==> src/rtl/vga_timing_pkg.sv <==
// Shared VGA timing constants, phase encoding and counter width for the
// 640x480@60 sync generator.
package vga_timing_pkg;

  localparam int unsigned CNT_W = 10;

  localparam int unsigned H_ACTIVE_DEF = 640;
  localparam int unsigned H_FP_DEF     = 16;
  localparam int unsigned H_SYNC_DEF   = 96;
  localparam int unsigned H_BP_DEF     = 48;
  localparam int unsigned V_ACTIVE_DEF = 480;
  localparam int unsigned V_FP_DEF     = 10;
  localparam int unsigned V_SYNC_DEF   = 2;
  localparam int unsigned V_BP_DEF     = 33;

  localparam int unsigned H_TOTAL = H_ACTIVE_DEF + H_FP_DEF + H_SYNC_DEF + H_BP_DEF;
  localparam int unsigned V_TOTAL = V_ACTIVE_DEF + V_FP_DEF + V_SYNC_DEF + V_BP_DEF;

  typedef enum logic [1:0] {
    ACT,
    FRONT,
    SYNCP,
    BACK
  } phase_e;

endpackage

==> src/rtl/vga_axis_counter.sv <==
// One timing axis: a wrapping position counter plus a four-segment phase FSM
// (active, front porch, sync, back porch). Used once per axis.
module vga_axis_counter
  import vga_timing_pkg::*;
(
  input  logic             clk,
  input  logic             clr_n,
  input  logic             adv,
  input  logic [CNT_W-1:0] len_active,
  input  logic [CNT_W-1:0] len_front,
  input  logic [CNT_W-1:0] len_sync,
  input  logic [CNT_W-1:0] len_back,
  output logic [CNT_W-1:0] count,
  output phase_e           phase,
  output logic             wrap
);

  logic [CNT_W-1:0] count_q, count_d;
  logic [CNT_W-1:0] end_act, end_front, end_sync, end_total;
  phase_e           phase_q, phase_d;

  always_comb begin
    end_act   = len_active - 1'b1;
    end_front = len_active + len_front - 1'b1;
    end_sync  = len_active + len_front + len_sync - 1'b1;
    end_total = len_active + len_front + len_sync + len_back - 1'b1;
  end

  assign wrap = adv && (count_q == end_total);

  always_comb begin
    count_d = count_q;
    if (adv) begin
      count_d = wrap ? '0 : count_q + 1'b1;
    end
  end

  always_comb begin
    phase_d = phase_q;
    if (adv) begin
      unique case (phase_q)
        ACT:   if (count_q == end_act)   phase_d = FRONT;
        FRONT: if (count_q == end_front) phase_d = SYNCP;
        SYNCP: if (count_q == end_sync)  phase_d = BACK;
        BACK:  if (count_q == end_total) phase_d = ACT;
        default: phase_d = ACT;
      endcase
    end
  end

  always_ff @(posedge clk or negedge clr_n) begin
    if (!clr_n) begin
      count_q <= '0;
      phase_q <= ACT;
    end else begin
      count_q <= count_d;
      phase_q <= phase_d;
    end
  end

  assign count = count_q;
  // Phase being entered on this edge, so registered decodes in the parent line
  // up with the new count instead of lagging it by one tick.
  assign phase = phase_d;

endmodule

==> src/rtl/vga_sync_gen.sv <==
// VGA sync/blanking/coordinate generator; advances one pixel per pix_en tick.
// All outputs are registered and reflect the count after the same edge.
module vga_sync_gen
  import vga_timing_pkg::*;
#(
  parameter int unsigned H_ACTIVE = H_ACTIVE_DEF,
  parameter int unsigned H_FP     = H_FP_DEF,
  parameter int unsigned H_SYNC   = H_SYNC_DEF,
  parameter int unsigned H_BP     = H_BP_DEF,
  parameter int unsigned V_ACTIVE = V_ACTIVE_DEF,
  parameter int unsigned V_FP     = V_FP_DEF,
  parameter int unsigned V_SYNC   = V_SYNC_DEF,
  parameter int unsigned V_BP     = V_BP_DEF,
  parameter bit          SYNC_POL = 1'b0
) (
  input  logic             clk,
  input  logic             clr_n,
  input  logic             pix_en,
  output logic             hsync,
  output logic             vsync,
  output logic             video_on,
  output logic [CNT_W-1:0] pixel_x,
  output logic [CNT_W-1:0] pixel_y,
  output logic             line_start,
  output logic             frame_start
);

  localparam logic [CNT_W-1:0] HA = CNT_W'(H_ACTIVE);
  localparam logic [CNT_W-1:0] HF = CNT_W'(H_FP);
  localparam logic [CNT_W-1:0] HS = CNT_W'(H_SYNC);
  localparam logic [CNT_W-1:0] HB = CNT_W'(H_BP);
  localparam logic [CNT_W-1:0] VA = CNT_W'(V_ACTIVE);
  localparam logic [CNT_W-1:0] VF = CNT_W'(V_FP);
  localparam logic [CNT_W-1:0] VS = CNT_W'(V_SYNC);
  localparam logic [CNT_W-1:0] VB = CNT_W'(V_BP);

  phase_e h_phase, v_phase;
  logic   h_wrap, v_wrap, v_adv;

  logic hsync_q, hsync_d;
  logic vsync_q, vsync_d;
  logic video_on_q, video_on_d;
  logic line_start_q, line_start_d;
  logic frame_start_q, frame_start_d;

  vga_axis_counter u_h_axis (
    .clk        (clk),
    .clr_n      (clr_n),
    .adv        (pix_en),
    .len_active (HA),
    .len_front  (HF),
    .len_sync   (HS),
    .len_back   (HB),
    .count      (pixel_x),
    .phase      (h_phase),
    .wrap       (h_wrap)
  );

  // h_wrap already includes pix_en, so the V axis steps once per line.
  assign v_adv = h_wrap & pix_en;

  vga_axis_counter u_v_axis (
    .clk        (clk),
    .clr_n      (clr_n),
    .adv        (v_adv),
    .len_active (VA),
    .len_front  (VF),
    .len_sync   (VS),
    .len_back   (VB),
    .count      (pixel_y),
    .phase      (v_phase),
    .wrap       (v_wrap)
  );

  always_comb begin
    hsync_d       = hsync_q;
    vsync_d       = vsync_q;
    video_on_d    = video_on_q;
    line_start_d  = h_wrap;
    frame_start_d = h_wrap & v_wrap;
    if (pix_en) begin
      hsync_d    = (h_phase == SYNCP) ? SYNC_POL : ~SYNC_POL;
      vsync_d    = (v_phase == SYNCP) ? SYNC_POL : ~SYNC_POL;
      video_on_d = (h_phase == ACT) && (v_phase == ACT);
    end
  end

  always_ff @(posedge clk or negedge clr_n) begin
    if (!clr_n) begin
      hsync_q       <= ~SYNC_POL;
      vsync_q       <= ~SYNC_POL;
      video_on_q    <= 1'b0;
      line_start_q  <= 1'b0;
      frame_start_q <= 1'b0;
    end else begin
      hsync_q       <= hsync_d;
      vsync_q       <= vsync_d;
      video_on_q    <= video_on_d;
      line_start_q  <= line_start_d;
      frame_start_q <= frame_start_d;
    end
  end

  assign hsync       = hsync_q;
  assign vsync       = vsync_q;
  assign video_on    = video_on_q;
  assign line_start  = line_start_q;
  assign frame_start = frame_start_q;

endmodule

==> config.mk <==
export PLATFORM = sky130hd
export DESIGN_NAME = vga_sync_gen
export DESIGN_NICKNAME = d
export VERILOG_FILES = /design/src/rtl/vga_timing_pkg.sv /design/src/rtl/vga_axis_counter.sv /design/src/rtl/vga_sync_gen.sv
export SDC_FILE = /design/constraint.sdc
export NUM_CORES = 1
export LEC_CHECK = 0
export ABC_AREA = 1
export CAP_MARGIN = 15
export CELL_PAD_IN_SITES_DETAIL_PLACEMENT = 1
export CELL_PAD_IN_SITES_GLOBAL_PLACEMENT = 1
export CORE_AREA = 2 2 129 131
export CTS_CLUSTER_DIAMETER = 200
export DETAILED_ROUTE_END_ITERATION = 12
export DIE_AREA = 0 0 131 133
export MAX_ROUTING_LAYER = met4
export PLACE_DENSITY_LB_ADDON = 0.1
export SETUP_SLACK_MARGIN = 0.2
export SLEW_MARGIN = 30
export SYNTH_ARGS = -nofsm -noshare
export SYNTH_HDL_FRONTEND = slang
export SYNTH_HIERARCHICAL = 1
export SYNTH_SLANG_ARGS = --single-unit
==> constraint.sdc <==
create_clock -name clk -period 4.2 [get_ports clk]
set_input_delay 0.84 -clock clk [delete_from_list [all_inputs] [get_ports clk]]
set_output_delay 0.84 -clock clk [all_outputs]
set_load 0.02 [all_outputs]
# After elaboration in Yosys (flattened, before gate mapping)
# Index checks and enable logic that the tools add are counted.
[classes] add_sub_neg=2 eq_ne=16 mul=0 reduce_logical=7 div_mod_pow=0 shifts=0 n_mux=16 magnitude_cmp=0 n_bitwise=2
[ops] operator="== test 10 bit, second input constant" n=5
[ops] operator="== test 10 x 9 -> 1 bit, second input constant" n=3
[ops] operator="adder 10 x 1 -> 10 bit, second input constant" n=2
[ops] operator="2-to-1 mux 10 bit" n=2
[ops] operator="2-to-1 mux 2 bit" n=10
[ops] operator="case mux 2 bit (4 select lines)" n=2
[ops] operator="== test 2 bit, second input constant" n=6
[ops] operator="logical NOT 2 bit" n=4
[ops] operator="== test 2 x 1 -> 1 bit, second input constant" n=2
[ops] operator="logical AND 1 bit" n=3
[ops] operator="AND 1 bit" n=2
[ops] operator="2-to-1 mux 1 bit" n=2
[word_totals] out_inout_bits=25 mem_bits_ro=0 mem_count=0 wordCells=52 latch_bits=0 in_bits=3 regBits=29 ramBits=0

# Logic depth before layout (Yosys ltp)
[depth] word_depth=6 depth_mapped=43 mapped_depth_nobuf=43

# By module
# Netlist, hierarchy kept.
[by_module_without_submodules] mod="vga_axis_counter (u_v_axis)" cells_per_inst=615 area_each_um2=3533.4 n_inst=1 seq_area_each_um2=300.3
[by_module_without_submodules] mod="vga_axis_counter (u_h_axis)" cells_per_inst=575 area_each_um2=3359.5 n_inst=1 seq_area_each_um2=300.3
[by_module_without_submodules] mod="vga_sync_gen" cells_per_inst=24 area_each_um2=205.2 n_inst=1 seq_area_each_um2=127.6

# Worst setup path after synthesis
# Ideal clock, no wire load.
[synth_path] path_type="register to register" startpoint="register u_h_axis.count_q[1], in the netlist u_h_axis/count[1]" endpoint="register u_v_axis.count_q[9], in the netlist u_v_axis/count[9]" required_time_ps=4128 setup_ps=72 synth_period_minus_slack_ps=3138 path_buffers=1 slack_ps=1062 stages_incl_launch_ff=23 t_arrival_ps=3067 path_cell_list="dfrtp_1 -> buf_2 -> xnor2_1 -> nand3_1 -> nor2_2 -> nor3b_1 -> nand4_1 -> nor3_2 -> nand3_2 -> nor2_8 -> nand2_1 -> inv_1 -> inv_1 -> nor3_1 -> nand2_1 -> nor2_1 -> inv_1 -> nor2_1 -> inv_1 -> nor3_2 -> nand2_1 -> xor2_1 -> nor2_1"
[synth_between] elab_chain_len=5
[synth_rtl] element="from (decl)" line_no="vga_axis_counter.sv:18" rtl="logic [CNT_W-1:0] count_q, count_d;"
[synth_rtl] element="from (signal assigned)" line_no="vga_axis_counter.sv:56" rtl="count_q <= count_d;"
[synth_rtl] element="== test 10 bit *" line_no="vga_axis_counter.sv:29" rtl="assign wrap = adv && (count_q == end_total);"
[synth_rtl] element="logical AND 1 bit *" line_no="vga_axis_counter.sv:29"
[synth_rtl] element="via h_wrap" line_no="vga_sync_gen.sv:38" rtl="logic h_wrap, v_wrap, v_adv;"
[synth_rtl] element="AND 1 bit *" line_no="vga_sync_gen.sv:60" rtl="assign v_adv = h_wrap & pix_en;"
[synth_rtl] element="via v_adv" line_no="vga_sync_gen.sv:38"
[synth_rtl] element="logical AND 1 bit" line_no="vga_axis_counter.sv:29"
[synth_rtl] element="2-to-1 mux 10 bit" line_no="vga_axis_counter.sv:34" rtl="count_d = wrap ? '0 : count_q + 1'b1;"
[synth_rtl] element="to (signal assigned)" line_no="vga_axis_counter.sv:56"
[synth_rtl] element="to (decl)" line_no="vga_axis_counter.sv:18"
# The timed path passes the listed nets; every way through them passes the cells marked *.
# A chain may end at the register's enable or synchronous reset.

# Worst setup path after layout
[layout_path] startpoint="register u_h_axis.count_q[0], in the netlist u_h_axis/count[0]" endpoint="register u_v_axis.count_q[9], in the netlist u_v_axis/count[9]"
# The elaborated chain is that of the path after synthesis.

==> results_dict.tcl <==
set metrics [dict create \
    grt-ovfl-total 0 \
    endpoint_kind "flop" \
    htreeDepth 2 \
    dr.max_layer_used "met4" \
    fin_worst_skew_ns 0.00469 \
    yosys.cell_types.count 50 \
    cp_top_family "simple AND/OR/NAND/NOR gates" \
    dp.final_hpwl_mm 18.4 \
    drt_first_pass_iters 5 \
    cts_buffers 5 \
    yosysWarnings 6 \
    syn_inst 1214 \
    most-common-layout-cells "362 x nand2_1, 202 x inv_1, 140 x nand3_1" \
    wl_per_cell_um 13.9 \
    critPathMaxFanout 11 \
    rr_startpoint "u_h_axis/count[0]" \
    crit_required_ns 4.35 \
    critPathMaxStageDelay_ns 0.49 \
    vdd_ir_drop_max_mv 0.295 \
    status "finished clean" \
    viasPerCell 4.96 \
    p_total_mw 3.43 \
    place_inst 1583 \
    ctsHoldBuffers 0 \
    cp_num_buf_inv 4 \
    num_rows 47 \
    synth_edf_count 0 \
    clock-sinks 29 \
    remaining_drc_errors 0 \
    crit_slowest_cell "dfrtp_1" \
    finalHoldViolations 0 \
    syn_to_final_growth_pct 16.7 \
    final_cells 1591 \
    fmax_ghz 0.282 \
    seq_area_frac_synth_pct 10.3 \
    cts_root_buf "clkbuf_16" \
    synth_area_um2 7100 \
    avgSynthCellArea_um2 5.85 \
    cts_tree "built" \
    pin_count 28 \
    cp.arrival_ns 3.70 \
    critical_path_class "reg2reg" \
    final_common_cell "nand2_1" \
    reg2reg_depth 21 \
    p_leak_nw 4.71 \
    endpoint "u_v_axis/count[9]" \
    drt-initial-drc-count 264 \
    fp.coreArea_um2 16200 \
    maxSlewHeadroom_pct 64.5 \
    antennaDiodeCount 0 \
    port_buffers 27 \
    min_path_type "reg2reg" \
    synth_seq_cells 29 \
    crit_chain "xor2_1 > nand3_1 > nor2_2 > nor3b_1 > nand4_1 > nor3_2 > nand3_2 > nor2_8 > nand2_1 > inv_1 > inv_1 > nor3_2 > nand2_1 > nor2_1 > inv_1 > nor2_1 > inv_1 > nor3_2 > nand2_1 > xor2_1 > nor2_1" \
    worstSetupStartpointType "flop" \
    rrSetupSlack_ns 0.65 \
    clk_latency_ns 0.28 \
    die_w_um 131 \
    die_h_um 133 \
    drive_above_1_share_pct 6.78 \
    place_area_um2 8090 \
    wl_met2_mm 12.1 \
    power_density_nw_per_um2 413 \
    cts.reportedPaths.clkPinSlew_ns 0.05 \
    ys.flop_type "dfrtp_1" \
    clk_path_buf_depth 2 \
    grtUsageTotal_pct 27.0 \
    rsz0062_at_grt "no" \
    grt_pass1_vias 8139 \
    cp.depth 21 \
    ant_nets 0 \
    start_util_pct 43.9 \
    setup_tns_ns 0 \
    gp_congestion 0.889 \
    final-setup-viol-count 0 \
    num_vias 7893 \
    cap_viol_max_count 0 \
    period_minus_slack_ns 3.55 \
    dr_wl_met3_um 339 \
    grt_max_degree 30 \
    worstReg2RegEnd "u_v_axis/count[9]" \
    routed_wl_mm 22.2 \
    crit_path_start "u_h_axis/count[0]" \
    dieArea_um2 17400 \
    final_cell_area_um2 8290 \
    drv_slew 0 \
    wl_met1_mm 9.23 \
    grt_pass1_wl_mm 37.3 \
    tightest_slew_ns 0.533 \
    grt_antenna_before_repair 0 \
    async_flop_share_pct 100 \
    cp_common_cell "inv_1" \
    nets 1455 \
    period_share_pct 84.5 \
]
worst reg2reg max path: stages, from the launching register on:
cell and delay, ns:
dfrtp_1 0.49, xor2_1 0.17, nand3_1 0.11, nor2_2 0.13, nor3b_1 0.22, nand4_1 0.13
nor3_2 0.18, nand3_2 0.13, nor2_8 0.20, nand2_1 0.07, inv_1 0.16, inv_1 0.18
nor3_2 0.26, nand2_1 0.12, nor2_1 0.12, inv_1 0.06, nor2_1 0.12, inv_1 0.09
nor3_2 0.15, nand2_1 0.09, xor2_1 0.16, nor2_1 0.06
state kept, by name, indices dropped and copies added (netlist names):
name	flops
hsync	1
line_start	1
u_h_axis/phase_q	2
u_v_axis/count	10
u_h_axis/count	10
video_on	1
vsync	1
u_v_axis/phase_q	2
frame_start	1
cells by family after synthesis:
group | Yosys count | share of synthesized area [%]
buf+inv | 232 | 12.6
fa+ha+maj | 82 | 15.1
simple gates | 728 | 47.7
xor+xnor | 68 | 8.39
compound gates | 73 | 5.80
flops | 29 | 10.3
other cells | 2 | 0.106
how the worst min path moves through the flow:
| stage | cells after the start | startpoint | slack (ns) | to |
|---|---|---|---|---|
| after floorplan | 2 | vsync | 0.50 | vsync |
| after global placement | 2 | video_on | 0.47 | video_on |
| after detailed placement | 2 | video_on | 0.48 | video_on |
| after CTS | 2 | vsync | 0.50 | vsync |
| after global routing | 2 | vsync | 0.51 | vsync |
| final | 2 | vsync | 0.49 | vsync |
final cells by class:
class | count | area [um^2]
repair buffers | 30 | 293
multi-input cells | 1087 | 5980
flip-flops and latches | 29 | 732
inverters | 217 | 815
well taps | 220 | 275
clock inverters | 3 | 65.1
fillers | 2390 | 7890
clock buffers | 5 | 125
report_power, final:
| group | switching, mW | internal (mW) | total (mW) | leakage, nW |
|---|---|---|---|---|
| sequential | 0.133 | 0.335 | 0.468 | 0.340 |
| clock | 0.126 | 0.338 | 0.465 | 0.0938 |
| combinational | 1.53 | 0.963 | 2.49 | 4.27 |
| total | 1.79 | 1.64 | 3.43 | 4.71 |
through the flow:
stage                     setup WS, ns  hold slack [ns]  utilization (%)
after detailed placement         0.652            0.484             50.0
after floorplan                   1.06            0.498                -
after global placement           0.900            0.469             50.0
after CTS                        0.560            0.497             51.2
after global routing             0.177            0.508             51.2
final                            0.653            0.493             51.2
cells in the mapped netlist (9+ instances only):
master	count	area [um^2]
nand2_1	362	1360
inv_1	202	758
nand3_1	140	701
nor2_1	86	323
ha_1	76	951
a21oi_1	42	210
xor2_1	41	359
nand4_1	33	206
dfrtp_1	27	676
xnor2_1	27	236
nand2_2	23	144
nor3_1	20	100
nand3b_1	17	128
inv_2	13	48.8
o21ai_0	13	65.1
nand3_2	9	90.1
repair_timing:
item / in CTS / in global routing
endpoints found under the setup margin: 0 / 1
hold endpoints to repair: 0 / 0
setup buffers: 0 / 0
resized for setup: 0 / 4
routing by layer:
metal / global-route usage, % / vias up
met5: - / -
met4: 6.86 / 0
met3: 1.58 / 28
met2: 51.9 / 78
met1: 29.6 / 3745
li1: - / 4042
(Power assumes the default switching activity.)
